--- src/rtl/hazard_ctrl.sv ---
// Pipeline hazard controller: stall/flush/forward decisions for a 5-stage core,
// data-memory wait tracking with sticky timeout, and saturating perf counters.
module hazard_ctrl #(
   parameter int CNT_W   = 16,
   parameter int TIMEOUT = 255
) (
   input  logic             clk,
   input  logic             rst,
   input  logic [4:0]       rs1_D,
   input  logic [4:0]       rs2_D,
   input  logic [4:0]       rs1_E,
   input  logic [4:0]       rs2_E,
   input  logic [4:0]       Rd_E,
   input  logic             MemRead_E,
   input  logic [4:0]       Rd_M,
   input  logic             regWrite_M,
   input  logic [4:0]       Rd_W,
   input  logic             regWrite_W,
   input  logic             branch_taken_E,
   input  logic             dmem_req_M,
   input  logic             dmem_ready_M,
   output logic             pc_en,
   output logic             if_id_en,
   output logic             id_ex_en,
   output logic             ex_mem_en,
   output logic             if_id_flush,
   output logic             id_ex_flush,
   output logic [1:0]       fwdA_E,
   output logic [1:0]       fwdB_E,
   output logic [CNT_W-1:0] stall_cycles,
   output logic [CNT_W-1:0] flush_events,
   output logic             mem_timeout
);

   localparam int WAIT_W = (TIMEOUT < 1) ? 1 : $clog2(TIMEOUT + 1);
   localparam logic [WAIT_W-1:0] WAIT_MAX = WAIT_W'(TIMEOUT);

   typedef enum logic {RUN, MEM_WAIT} state_t;

   state_t            r_state;
   logic [WAIT_W-1:0] r_wait_cnt;
   logic              r_mem_timeout;
   logic [CNT_W-1:0]  r_stall_cycles;
   logic [CNT_W-1:0]  r_flush_events;

   logic w_freeze;
   logic w_flush;
   logic w_load_use;

   // A timed-out memory access keeps the pipeline frozen until reset.
   assign w_freeze   = (dmem_req_M & ~dmem_ready_M) | r_mem_timeout;
   assign w_flush    = branch_taken_E & ~w_freeze;
   assign w_load_use = MemRead_E & (Rd_E != 5'd0) &
                       ((Rd_E == rs1_D) | (Rd_E == rs2_D)) &
                       ~w_freeze & ~branch_taken_E;

   always_comb begin
      pc_en       = 1'b0;
      if_id_en    = 1'b0;
      id_ex_en    = 1'b0;
      ex_mem_en   = 1'b0;
      if_id_flush = 1'b0;
      id_ex_flush = 1'b0;
      if (!rst) begin
         if (w_freeze) begin
            pc_en = 1'b0;
         end else if (w_flush) begin
            pc_en       = 1'b1;
            if_id_en    = 1'b1;
            id_ex_en    = 1'b1;
            ex_mem_en   = 1'b1;
            if_id_flush = 1'b1;
            id_ex_flush = 1'b1;
         end else if (w_load_use) begin
            id_ex_en    = 1'b1;
            ex_mem_en   = 1'b1;
            id_ex_flush = 1'b1;
         end else begin
            pc_en     = 1'b1;
            if_id_en  = 1'b1;
            id_ex_en  = 1'b1;
            ex_mem_en = 1'b1;
         end
      end
   end

   // Operand 0 is ALU A (rs1_E), operand 1 is ALU B (rs2_E); MEM beats WB.
   logic [4:0] w_rs_E [2];
   logic [1:0] w_fwd  [2];
   assign w_rs_E[0] = rs1_E;
   assign w_rs_E[1] = rs2_E;

   generate
      for (genvar gi = 0; gi < 2; gi++) begin : g_fwd
         always_comb begin
            w_fwd[gi] = 2'b00;
            if (!rst) begin
               if (regWrite_M && (Rd_M != 5'd0) && (Rd_M == w_rs_E[gi]))
                  w_fwd[gi] = 2'b10;
               else if (regWrite_W && (Rd_W != 5'd0) && (Rd_W == w_rs_E[gi]))
                  w_fwd[gi] = 2'b01;
            end
         end
      end
   endgenerate

   assign fwdA_E = w_fwd[0];
   assign fwdB_E = w_fwd[1];

   always_ff @(posedge clk) begin
      if (rst) begin
         r_state       <= RUN;
         r_wait_cnt    <= '0;
         r_mem_timeout <= 1'b0;
      end else begin
         case (r_state)
            RUN: begin
               if (w_freeze) begin
                  r_state    <= MEM_WAIT;
                  r_wait_cnt <= WAIT_W'(1);
               end
            end
            MEM_WAIT: begin
               if (w_freeze) begin
                  if (r_wait_cnt == WAIT_MAX)
                     r_mem_timeout <= 1'b1;
                  else
                     r_wait_cnt <= r_wait_cnt + 1'b1;
               end else begin
                  r_state    <= RUN;
                  r_wait_cnt <= '0;
               end
            end
            default: begin
               r_state    <= RUN;
               r_wait_cnt <= '0;
            end
         endcase
      end
   end

   always_ff @(posedge clk) begin
      if (rst) begin
         r_stall_cycles <= '0;
         r_flush_events <= '0;
      end else begin
         if ((w_freeze || w_load_use) && (r_stall_cycles != {CNT_W{1'b1}}))
            r_stall_cycles <= r_stall_cycles + 1'b1;
         if (w_flush && (r_flush_events != {CNT_W{1'b1}}))
            r_flush_events <= r_flush_events + 1'b1;
      end
   end

   assign stall_cycles = r_stall_cycles;
   assign flush_events = r_flush_events;
   assign mem_timeout  = r_mem_timeout;

endmodule

--- config.mk ---
export PLATFORM = sky130hd
export DESIGN_NAME = hazard_ctrl
export DESIGN_NICKNAME = d
export VERILOG_FILES = /design/src/rtl/hazard_ctrl.sv
export SDC_FILE = /design/constraint.sdc
export NUM_CORES = 1
export LEC_CHECK = 0
export ABC_AREA = 1
export BUFFER_PORTS_ARGS = -buffer_cell sky130_fd_sc_hd__buf_2
export CAP_MARGIN = 25
export CORE_AREA = 2 2 87 89
export CTS_CLUSTER_SIZE = 8
export DETAILED_ROUTE_END_ITERATION = 6
export DIE_AREA = 0 0 89 91
export GPL_ROUTABILITY_DRIVEN = 1
export PLACE_DENSITY = 0.72
export SLEW_MARGIN = 10
export SYNTH_ARGS = -nofsm -noshare
export SYNTH_HDL_FRONTEND = slang
export SYNTH_SLANG_ARGS = --single-unit
--- constraint.sdc ---
create_clock -name clk -period 2 [get_ports clk]
set_input_delay 0.3 -clock clk [delete_from_list [all_inputs] [get_ports clk]]
set_output_delay 0.3 -clock clk [all_outputs]
set_load 0.1 [all_outputs]
After elaboration in Yosys (flattened, before gate mapping)
Index checks and enable logic that the tools add are counted.
- input port bits: 43
- logic and storage cells: 69
- flip-flop bits (word level): 42
- output and inout bits: 43
- add/sub/neg operators: 3
- mux-type cells: 24
- equality and inequality tests: 11
- reduce and logical (&&, ||, !) cells: 14
- bitwise gates (word level): 12
- operators with widths (operator ; count):
    $add 16x1->16 const B ; 2
    $ne 16x16->1 const B ; 2
    $eq 5x5->1 ; 6
    $mux 8 ; 3
    $mux 1 ; 16
    $pmux 8 s2 ; 1
    $reduce_bool 5->1 ; 3
    $add 8x1->8 const B ; 1
    $eq 8x8->1 const B ; 1
    $logic_and 1x1->1 ; 8
    $mux 2 ; 4
    $and 1x1->1 ; 6
    $not 1->1 ; 4
    $ne 3x3->1 const B ; 1
    $reduce_and 3->1 ; 1
    $ne 2x2->1 const B ; 1
    $or 1x1->1 ; 2
    $reduce_and 2->1 ; 1
    $logic_or 1x1->1 ; 1

Longest topological paths before layout
- depth after elaboration: 10
- gate-level depth with buffers: 12
- gate-level depth less buffers: 12

Worst setup path after synthesis
OpenSTA, ideal clock, no wires.
- kind: flip-flop to output port
- from: reg r_mem_timeout, in the netlist mem_timeout
- to: out pc_en
- slack: -1.758 ns
- buffers on the path: 2
- cell stages (with the launch flop): 9
- data required time: 1.700 ns
- data arrival time: 3.458 ns
- cell sequence: dfxtp_1 > inv_1 > nand2_4 > nor2_1 > nand3_1 > nand2_2 > buf_4 > nor2_1 > buf_4
- longest elaborated chain between the ends: 8
- elaborated cells on any way between the ends: 9
- classes of those cells: 4 x mux; 5 x bitwise
- ends and longest elaborated chain (element ; line ; text):
    start, declared ; 42 ; logic r_mem_timeout;
    start signal, assigned ; 114 ; r_mem_timeout <= 1'b0;
    start signal, assigned ; 126 ; r_mem_timeout <= 1'b1;
    $or 1x1->1 * ; 51 ; assign w_freeze = (dmem_req_M & ~dmem_ready_M) | r_mem_timeout;
    $not 1->1 ; 52, 55 ;
    $and 1x1->1 ; 54 ; ((Rd_E == rs1_D) | (Rd_E == rs2_D)) &
    $and 1x1->1 ; 55 ; ~w_freeze & ~branch_taken_E;
    $mux 1 (2 in a row) ; n/a ;
    $mux 1 * (2 in a row) ; n/a ;
    end, declared ; 22 ; output logic pc_en,
Every way passes the cells marked *; elsewhere a longest branch is shown, timed or not.

Worst setup path after layout
- from: reg r_mem_timeout, in the netlist mem_timeout
- to: out id_ex_flush
- longest elaborated chain between the ends: 8
- elaborated cells on any way between the ends: 9
- classes of those cells: 4 x mux; 5 x bitwise
- ends and longest elaborated chain (element ; line ; text):
    $or 1x1->1 * ; 51 ;
    $not 1->1 ; 52, 55 ;
    $and 1x1->1 ; 54 ;
    $and 1x1->1 ; 55 ;
    $mux 1 ; 74 ; end else if (w_load_use) begin
    $mux 1 ; 67 ; end else if (w_flush) begin
    $mux 1 * ; 65 ; if (w_freeze) begin
    $mux 1 * ; 64 ; if (!rst) begin
    end, declared ; 27 ; output logic id_ex_flush,
Marks and branches as above.

==> parameters.txt <==
Parameter                              Value

Synthesis
  Synth cell types    36
  Number of synthesized flops with an enable pin    0
  Most instantiated flip-flop cell in the synthesis netlist    dfxtp_1
  Top cell type's share of synthesized area    0.300
  Syn_nets    482
  Cell area after technology mapping    2810 sq um
  Top cells by area, synth    dfxtp_1 (30%), nand2_1 (13%), nor2_1 (8.6%)
  Area leader, netlist    dfxtp_1
  Sequential share of the synthesized area    0.300
  Post-synthesis average cell area    6.44 sq um
  Cell with the most instances after synthesis    nand2_1
  Post-synth ARST share    0
  #FFs+latches synth    42
  Synthesis Warnings    0
  Gate Count Post-Synth    436
  Synth cell count leaders    nand2_1 (98), nor2_1 (64), inv_1 (46)

Clock tree
  Register clock-pin slew on the reported worst setup and hold paths    0.08 ns
  Clock Sinks    42
  Clk_lat worst skew    0.29 ns
  H-tree depth    2
  CTS buffer count    5
  Cell at the root of the clock tree    clkbuf_8
  Maximum clock path buffer count    2
  Clock tree from TritonCTS    built
  Hold buffer count at cts    0

Timing
  Final total negative setup slack    0 ns
  Post-route fraction of the period consumed by the critical path    0.941
  FMAX    0.531 GHz
  Crit path time final    1.88 ns
  Fin worst setup slack    0.117 ns
  Final hold slack    0.455 ns
  Unrepaired setup endpoints after global routing    no
  Slew at the pin closest to its max-slew limit    0.517 ns
  Total count of hold-check failures in the final report    0
  Number of setup violations in the final report    0
  Worst slew slack as a fraction of its limit    0.652
  Final Skew    0.00685 ns
  Number of pins with negative max-slew slack in the final report    0

Critical path
  Startpoint-to-endpoint class of the critical path    flop to primary output
  Ordered cell list for the critical path    inv_1 -> nand2_4 -> nor2_1 -> inv_1 -> a21oi_4 -> buf_12
  Crit path capture type    primary output
  CP Data Required Time    1.70 ns
  Worst endpoint data arrival time    1.58 ns
  Largest stage delay, worst path    0.34 ns
  Type of element launching the critical path    flop
  Cell with the most instances on the worst path    inv_1
  Crit-path slowest cell    dfxtp_4
  Crit Path Max Fanout    7

Outcome
  Result of the run    completed

Route
  Remaining number of nets flagged by the antenna check after routing    0
  DRC violation count after routing    0
  Final routed wire length divided by cell count    10.9 microns
  Wire length after detailed routing    6.78 mm
  Pre-Repair DR Iteration Count    4
  Number of vias per cell    4.82
  1st-iter DRT viols    107
  Vias post-DR    2996

Cells and area
  Count of inserted antenna diode cells    0
  Layout overhead on the synthesized area    27.8%
  Fillers    770
  Final net count    569
  Layout cell share with drive strength beyond 1    0.302
  Layout Cell Area excl Fill    3590 sq um
  Share of the core filled with cells in the final layout    0.503

Floorplanning
  Overall die width    89 microns
  Number of placement rows    31
  Core region area    7140 sq um
  # IOs    86
  Area of the die    8100 sq um
  Starting utilization of the core area    0.393
  Die span in y    91 microns

GRT
  Residual overflow from global routing    0
  Antenna violations before repair    0
  Largest net degree at the start of global routing    31
  First-pass GRT wire length    11.8 mm
  All-layer global routing usage    0.176
  Vias in the first global route    2751

Placement
  GP Congestion    0.886
  Cell area reported after detailed placement    3500 sq um
  Final HPWL DP    5.28 mm
  Worst Setup Slack post-DPL    0.107 ns
  Port buffer count    85

Power and ir drop
  Max IR drop VDD    0.223 mV
  Pwr dens    515 nW/um^2
  Leakage Power    1.63 nW

Worst hold path
  Hold WC Path Type    flop to flop

Job
  Number of max-cap violations    0
[layer usage]
metal	wire length, microns	share of wire	GRT usage
met1	3020	0.45	0.218
met2	3410	0.50	0.305
met3	208	0.031	0.0309
met4	147	0.022	0.0535
met5	0	0	0
[area by class of cell]
type | count | area [sq um] | area share
clock buffers | 7 | 76.3 | 0.0213
inverters | 54 | 203 | 0.0565
multi-input cells | 328 | 1730 | 0.482
flip-flops and latches | 42 | 871 | 0.243
well taps | 99 | 124 | 0.0345
repair buffers | 92 | 583 | 0.163
[final timing paths]
kind | from | endpoint | slack (ns) | cells after the start
max | mem_timeout | id_ex_flush | 0.12 | 6
min | flush_events[0] | flush_events[0] | 0.46 | 1
max reg2reg | stall_cycles[0] | stall_cycles[6] | 0.22 | 10
min reg2reg | flush_events[0] | flush_events[0] | 0.46 | 1
[through the flow]
stage | instances | total power, W
3_3_place_gp | 615 | 0.00134
2_1_floorplan | 436 | 0.00122
3_5_place_dp | 615 | 0.00134
4_1_cts | 622 | 0.00187
6_report | 622 | 0.00185
5_1_grt | 622 | 0.00195
[worst max-delay path: cells and delay by family, from the launching register on]
family          cells  cell delay (ns)
flops               1             0.34
simple gates        2             0.31
compound gates      1             0.19
buf+inv             3             0.45
[flip-flops by register name, summed over array words and instances, names as in the netlist]
register,flops
flush_events,16
stall_cycles,16
r_wait_cnt,8
mem_timeout,1
r_state,1
[kinds of logic after synthesis]
group / Yosys count / share of synthesized area
flops: 42 / 0.300
buf+inv: 66 / 0.106
compound gates: 57 / 0.109
simple gates: 239 / 0.381
fa+ha+maj: 3 / 0.0134
xor+xnor: 29 / 0.0905
[cell usage in the layout, fill, tap and decap left out, types with 6 or more instances in the layout]
cell / n
inv_2: 8
dfxtp_1: 20
nand3_1: 33
nand2_1: 98
a21oi_1: 34
buf_2: 78
nor2_1: 58
inv_1: 46
xnor2_1: 11
o21ai_0: 14
nor2_4: 6
buf_4: 7
dfxtp_2: 21
buf_12: 7
xor2_1: 18
nor2_2: 6
nor3_1: 10
[report_power, final]
group	switching [W]	total [W]	internal (W)	leakage (nW)
clock	0.000282	0.000523	0.000241	0.0383
sequential	0.0000161	0.000866	0.000850	0.351
combinational	0.000317	0.000459	0.000142	1.24
total	0.000615	0.00185	0.00123	1.63
[repair_timing]
action,in CTS,in global routing
resized for setup,0,1
endpoints found under the setup margin,0,1
buffers inserted,0,0
Power figures use the tool's default switching activity.
